==> config.mk <==
export PLATFORM = sky130hd
export DESIGN_NAME = r200_fetchq
export DESIGN_NICKNAME = d
export VERILOG_FILES = /design/src/rtl/r200_fetchq_pkg.sv /design/src/rtl/r200_fifo.sv /design/src/rtl/r200_fetchq.sv
export SDC_FILE = /design/constraint.sdc
export NUM_CORES = 1
export LEC_CHECK = 0
export CAP_MARGIN = 25
export CELL_PAD_IN_SITES_DETAIL_PLACEMENT = 1
export CELL_PAD_IN_SITES_GLOBAL_PLACEMENT = 1
export CORE_ASPECT_RATIO = 0.75
export CORE_MARGIN = 2
export CORE_UTILIZATION = 35
export DETAILED_ROUTE_END_ITERATION = 10
export PLACE_DENSITY = 0.67
export SKIP_CTS_REPAIR_TIMING = 1
export SYNTH_ARGS = -nofsm -noshare
export SYNTH_HDL_FRONTEND = slang
export SYNTH_SLANG_ARGS = --single-unit
==> constraint.sdc <==
create_clock -name clk -period 3.4 [get_ports clk]
set_clock_uncertainty 0.15 [all_clocks]
set_input_delay 0.68 -clock clk [delete_from_list [all_inputs] [get_ports clk]]
set_output_delay 0.68 -clock clk [all_outputs]
set_load 0.01 [all_outputs]
==> src/rtl/r200_fetchq_pkg.sv <==
// Shared types and constants for the r200 instruction-fetch front end.
package r200_fetchq_pkg;

  localparam int unsigned R200_XLEN     = 32;
  localparam logic [31:0] R200_NOP      = 32'h0000_0013;
  localparam logic [31:0] R200_RESET_PC = 32'h0000_0000;

  typedef enum logic {
    FQ_RUN,
    FQ_FLUSH
  } fq_state_e;

  typedef struct packed {
    logic [R200_XLEN-1:0] instrn;
    logic [R200_XLEN-1:0] pc;
  } fq_entry_t;

  function automatic logic [31:0] pc_next(input logic [31:0] pc);
    return pc + 32'd4;
  endfunction

  function automatic logic [31:0] word_align(input logic [31:0] a);
    return {a[31:2], 2'b00};
  endfunction

endpackage

==> src/rtl/r200_fifo.sv <==
// Synchronous FIFO with flush; a push into a full FIFO is accepted only alongside a pop.
module r200_fifo #(
  parameter int unsigned W     = 64,
  parameter int unsigned DEPTH = 4,
  localparam int unsigned AW   = $clog2(DEPTH),
  localparam int unsigned CW   = $clog2(DEPTH + 1)
) (
  input  logic          clk_i,
  input  logic          rst_i,
  input  logic          flush_i,
  input  logic          push_i,
  input  logic [W-1:0]  din_i,
  input  logic          pop_i,
  output logic [W-1:0]  dout_o,
  output logic          full_o,
  output logic          empty_o,
  output logic [CW-1:0] count_o
);

  logic [W-1:0]  mem_q [DEPTH];
  logic [AW-1:0] rd_q, wr_q;
  logic [CW-1:0] cnt_q;
  logic          wr_en, rd_en;

  assign full_o  = (cnt_q == CW'(DEPTH));
  assign empty_o = (cnt_q == '0);
  assign count_o = cnt_q;
  assign dout_o  = mem_q[rd_q];

  assign rd_en = pop_i && !empty_o;
  assign wr_en = push_i && (!full_o || rd_en);

  always_ff @(posedge clk_i) begin
    if (wr_en && !rst_i && !flush_i) begin
      mem_q[wr_q] <= din_i;
    end
  end

  always_ff @(posedge clk_i) begin
    if (rst_i || flush_i) begin
      rd_q  <= '0;
      wr_q  <= '0;
      cnt_q <= '0;
    end else begin
      if (wr_en) wr_q <= wr_q + AW'(1);
      if (rd_en) rd_q <= rd_q + AW'(1);
      case ({wr_en, rd_en})
        2'b10:   cnt_q <= cnt_q + CW'(1);
        2'b01:   cnt_q <= cnt_q - CW'(1);
        default: cnt_q <= cnt_q;
      endcase
    end
  end

endmodule

==> src/rtl/r200_fetchq.sv <==
// Decoupled fetch front end: owns the fetch PC, issues in-order imem requests,
// buffers responses in a prefetch FIFO and drops stale responses after a redirect.
module r200_fetchq
  import r200_fetchq_pkg::*;
#(
  parameter int unsigned DEPTH    = 4,
  parameter int unsigned MAX_OUT  = 2,
  parameter logic [31:0] RESET_PC = R200_RESET_PC
) (
  input  logic        clk,
  input  logic        rst,
  input  logic        redirect_valid,
  input  logic [31:0] redirect_pc,
  output logic        imem_req_valid,
  input  logic        imem_req_ready,
  output logic [31:0] imem_req_addr,
  input  logic        imem_rsp_valid,
  input  logic [31:0] imem_rsp_data,
  output logic        out_valid,
  input  logic        out_ready,
  output logic [31:0] out_instrn,
  output logic [31:0] out_pc,
  output logic [31:0] out_pcp4
);

  localparam int unsigned CW        = $clog2(DEPTH + 1);
  localparam logic [CW:0]   DEPTH_C   = (CW + 1)'(DEPTH);
  localparam logic [CW-1:0] MAX_OUT_C = CW'(MAX_OUT);

  fq_state_e     state_q;
  logic [31:0]   fetch_pc_q, fetch_pc_d;
  logic [31:0]   rsp_pc_q, rsp_pc_d;
  logic [CW-1:0] out_cnt_q, out_cnt_d;
  logic [CW-1:0] drop_cnt_q, drop_cnt_d;

  logic          fifo_push, fifo_pop, fifo_full, fifo_empty;
  logic [CW-1:0] fifo_cnt;
  fq_entry_t     push_entry, head;
  logic [CW:0]   credit_used;
  logic          req_fire, dropping;

  // Slots already promised: kept in-flight responses plus buffered entries.
  assign credit_used = {1'b0, out_cnt_q} - {1'b0, drop_cnt_q} + {1'b0, fifo_cnt};

  assign imem_req_valid = !rst && !redirect_valid && (out_cnt_q < MAX_OUT_C)
                          && (credit_used < DEPTH_C);
  assign imem_req_addr  = fetch_pc_q;
  assign req_fire       = imem_req_valid && imem_req_ready;

  assign dropping   = (state_q == FQ_FLUSH);
  assign fifo_push  = imem_rsp_valid && !dropping && !redirect_valid;
  assign push_entry = '{instrn: imem_rsp_data, pc: rsp_pc_q};

  assign out_valid  = !fifo_empty && !redirect_valid;
  assign fifo_pop   = out_valid && out_ready;
  assign out_instrn = fifo_empty ? R200_NOP : head.instrn;
  assign out_pc     = head.pc;
  assign out_pcp4   = pc_next(head.pc);

  r200_fifo #(
    .W     ($bits(fq_entry_t)),
    .DEPTH (DEPTH)
  ) u_fifo (
    .clk_i   (clk),
    .rst_i   (rst),
    .flush_i (redirect_valid),
    .push_i  (fifo_push),
    .din_i   (push_entry),
    .pop_i   (fifo_pop),
    .dout_o  (head),
    .full_o  (fifo_full),
    .empty_o (fifo_empty),
    .count_o (fifo_cnt)
  );

  always_comb begin
    out_cnt_d = out_cnt_q;
    if (req_fire && !imem_rsp_valid) out_cnt_d = out_cnt_q + CW'(1);
    if (!req_fire && imem_rsp_valid) out_cnt_d = out_cnt_q - CW'(1);

    // A redirect makes every request still outstanding after this cycle stale.
    drop_cnt_d = drop_cnt_q;
    if (redirect_valid) begin
      drop_cnt_d = out_cnt_d;
    end else if (imem_rsp_valid && dropping) begin
      drop_cnt_d = drop_cnt_q - CW'(1);
    end

    fetch_pc_d = fetch_pc_q;
    if (redirect_valid)  fetch_pc_d = word_align(redirect_pc);
    else if (req_fire)   fetch_pc_d = pc_next(fetch_pc_q);

    rsp_pc_d = rsp_pc_q;
    if (redirect_valid)  rsp_pc_d = word_align(redirect_pc);
    else if (fifo_push)  rsp_pc_d = pc_next(rsp_pc_q);
  end

  always_ff @(posedge clk) begin
    if (rst) begin
      state_q    <= FQ_RUN;
      fetch_pc_q <= RESET_PC;
      rsp_pc_q   <= RESET_PC;
      out_cnt_q  <= '0;
      drop_cnt_q <= '0;
    end else begin
      fetch_pc_q <= fetch_pc_d;
      rsp_pc_q   <= rsp_pc_d;
      out_cnt_q  <= out_cnt_d;
      drop_cnt_q <= drop_cnt_d;
      case (state_q)
        FQ_RUN:   if (redirect_valid && out_cnt_d != '0) state_q <= FQ_FLUSH;
        FQ_FLUSH: begin
          if (redirect_valid)          state_q <= (out_cnt_d != '0) ? FQ_FLUSH : FQ_RUN;
          else if (drop_cnt_d == '0)   state_q <= FQ_RUN;
        end
        default:  state_q <= FQ_RUN;
      endcase
    end
  end

  always_ff @(posedge clk) begin
    if (!rst) begin
      assert (!(fifo_push && fifo_full && !fifo_pop));
    end
  end

endmodule

==> results.toml <==
[critical_path]
crit_family = "buffers and inverters"
rrSetupSlack_ns = 0.09
crit_type = "reg -> out"
crit_end = "out_pcp4[15]"
crit_required_ns = 2.57
cp-end-kind = "output pin"
r2r-start = "u_fifo.count_o[1]$_SDFFE_PP0P_"
cp_slowest_cell = "mux4_2"
r2r_cells = 12
path_buf_inv = 7
cp-start-kind = "register"
cp_num_cells = 12
crit_chain = "buf_6, buf_6, mux4_2, nand3_4, buf_4, nor3_4, and2_4, buf_4, buf_4, buf_4, xor2_1, buf_2"
r2r_end = "imem_req_addr[18]$_SDFFE_PP0P_"
path_common_cell = "buf_4"
slowest_delay_ns = 0.55
arrival_ns = 2.84
critical_path.max_fanout = 6

[synth]
synth_cells = 983
yosysSeqAreaShare = 0.633
ys.flop_type = "edfxtp_1"
ys_warn_count = 0
yosys.area.top_type_share = 0.526
ys_ff_latch = 324
synth.area.top_cells = "edfxtp_1 (53%), dfxtp_1 (11%), mux4_2 (9.9%)"
synth_cell_types = 68
synth_edf_count = 248
synth_most_common_cell = "edfxtp_1"
async_reset_ff_frac = 0
synth_area_um2 = 14200
yosysTopAreaCell = "edfxtp_1"
avgSynthCellArea_um2 = 14.4
synthTopCellsByCount = "edfxtp_1 (248), dfxtp_1 (76), nand2_1 (69), mux4_2 (62), nor2_1 (62)"

[cts]
clockBufferDepth = 3
tritoncts = "done"
root_buffer = "clkbuf_16"
clock_latency_ns = 0.52
clk_pin_slew_ns = 0.06
cts_sinks = 324
numCtsBuffers = 35
htreeDepth = 2

[hold_path]
min_from = "u_fifo.wr_q[1]$_SDFFE_PP0P_"
min_path_type = "reg -> reg"
hold_depth = 2

[routing]
drtIter0Drc = 539
vias = 9261
drc = 0
ant_nets = 0
via_per_inst = 5.08
drtPass1Iterations = 4
detail_route.wl_per_cell_um = 20.6
totalWireLength_um = 37600

[job]
drv_cap = 0

[outcome]
outcome = "finished with violations"
failed_checks = "setup timing"

[sta]
rsz0062_at_grt = "yes"
min_period_ns = 3.67
finalWorstSetupSlack_ns = -0.267
maxSlewHeadroom = 0.453
hold_viol_final = 0
worstMarginPinSlew_ns = 0.812
drv_slew = 0
setup_viol = 18
fin_setup_tns_ns = -2.32
post-route-period-util = 1.08
clock.fmax_ghz = 0.273

[placed_design]
dpl_cell_area_um2 = 17100
dp.cells = 1721
dpl.hpwl_um = 25100
port_buffers = 191
gp_congestion = 0.795

[die]
core_area_um2 = 39700
rows = 63
die_h_um = 178
io_pins = 200
die_area_um2 = 42100
die_w_um = 236
initial_core_util = 0.356

[cells_and_area]
fin_cells = 1824
syn_to_final_growth_pct = 33.3
fillCellCount = 3991
seqCellArea_um2 = 8980
multi_input_area_um2 = 5010
layout.nets = 1361
final_util = 0.475
drive_above_1_share = 0.239
final_area_um2 = 18900

[global_routing]
grt_max_degree = 62
grt_pass1_wl_um = 56000
grt.overflow.total = 0
first_global_vias = 9376
grt_usage = 0.173
antenna_found_initial = 5

[power_and_ir_drop]
power.leakage_nw = 7.04
p_total_w = 0.00887
vdd_drop_max_mv = 0.265
power_density_nw_per_um2 = 470
-- power by group --
group          switching, W  leakage, nW  internal, W
Combinational      0.000390         3.63     0.000391
Sequential         0.000114         2.87      0.00435
Clock               0.00151        0.533      0.00212
Total               0.00201         7.04      0.00686
-- per-stage QoR --
stage	hold slack, ns	setup slack, ns
after CTS	0.363	-0.696
after floorplan	0.310	0.320
after global placement	0.336	-0.107
final	0.363	-0.267
after global routing	0.385	-0.363
after detailed placement	0.355	-0.122
-- area by class of cell --
cell class                 instances  area share
clock inverter                    17     0.00762
tap                              520      0.0345
clock buffer                      45      0.0500
multi-input combinational        583       0.266
timing repair buffer             304       0.161
inverter                          27     0.00550
antenna                            4    0.000530
sequential                       324       0.476
-- flip-flops by register name, indices dropped and copies added, names as in the netlist, named ones only --
register        cells
drop_cnt_q          3
dropping            1
imem_req_addr      30
out_cnt_q           3
rsp_pc_q           30
u_fifo.count_o      3
u_fifo.mem_q      248
u_fifo.rd_q         2
u_fifo.wr_q         2
-- cells in the final DEF, fill, tap and decap left out, types with 32 or more instances in the layout --
cell	netlist	final
nand2_1	69	65
mux4_2	62	62
nor2b_1	33	32
dlymetal6s2s_1	0	51
edfxtp_1	248	248
dfxtp_1	76	72
xor2_1	33	33
buf_4	11	86
nor2_1	62	58
clkdlybuf4s50_1	0	116
xnor2_1	39	34
a21oi_1	35	35
clkbuf_16	0	38
-- how the worst min path moves through the flow --
stage          slack [ns]                            end
5_1_grt              0.38  u_fifo.mem_q[3][16]$_DFFE_PP_
3_5_place_dp         0.35    u_fifo.wr_q[1]$_SDFFE_PP0P_
2_1_floorplan        0.31  u_fifo.mem_q[0][16]$_DFFE_PP_
3_3_place_gp         0.34  u_fifo.mem_q[2][16]$_DFFE_PP_
4_1_cts              0.36    u_fifo.wr_q[1]$_SDFFE_PP0P_
6_report             0.36    u_fifo.wr_q[1]$_SDFFE_PP0P_
-- worst min-delay path: stages, from the launching register on --
cell and delay [ns]:
dfxtp_1 0.34, nand2_1 0.07, a21oi_1 0.06
-- cell families (layout without fill, tap and decap cells) --
family | count (synthesis) | count (layout) | synth area share
flops | 324 | 324 | 0.633
fa+ha+maj | 16 | 16 | 0.0157
compound gates | 117 | 117 | 0.0520
xor+xnor | 73 | 73 | 0.0457
buf+inv | 81 | 393 | 0.0294
other cells | 1 | 10 | 0.000265
mux | 68 | 68 | 0.103
simple gates | 303 | 303 | 0.120
-- per-layer routing --
layer	vias up	part of all wire	track usage
li1	4307	-	-
met1	4716	0.47	0.241
met2	187	0.47	0.277
met3	49	0.039	0.0305
met4	2	0.020	0.0527
met5	-	0.00035	0
No activity file was read; power rests on OpenSTA's default activity.
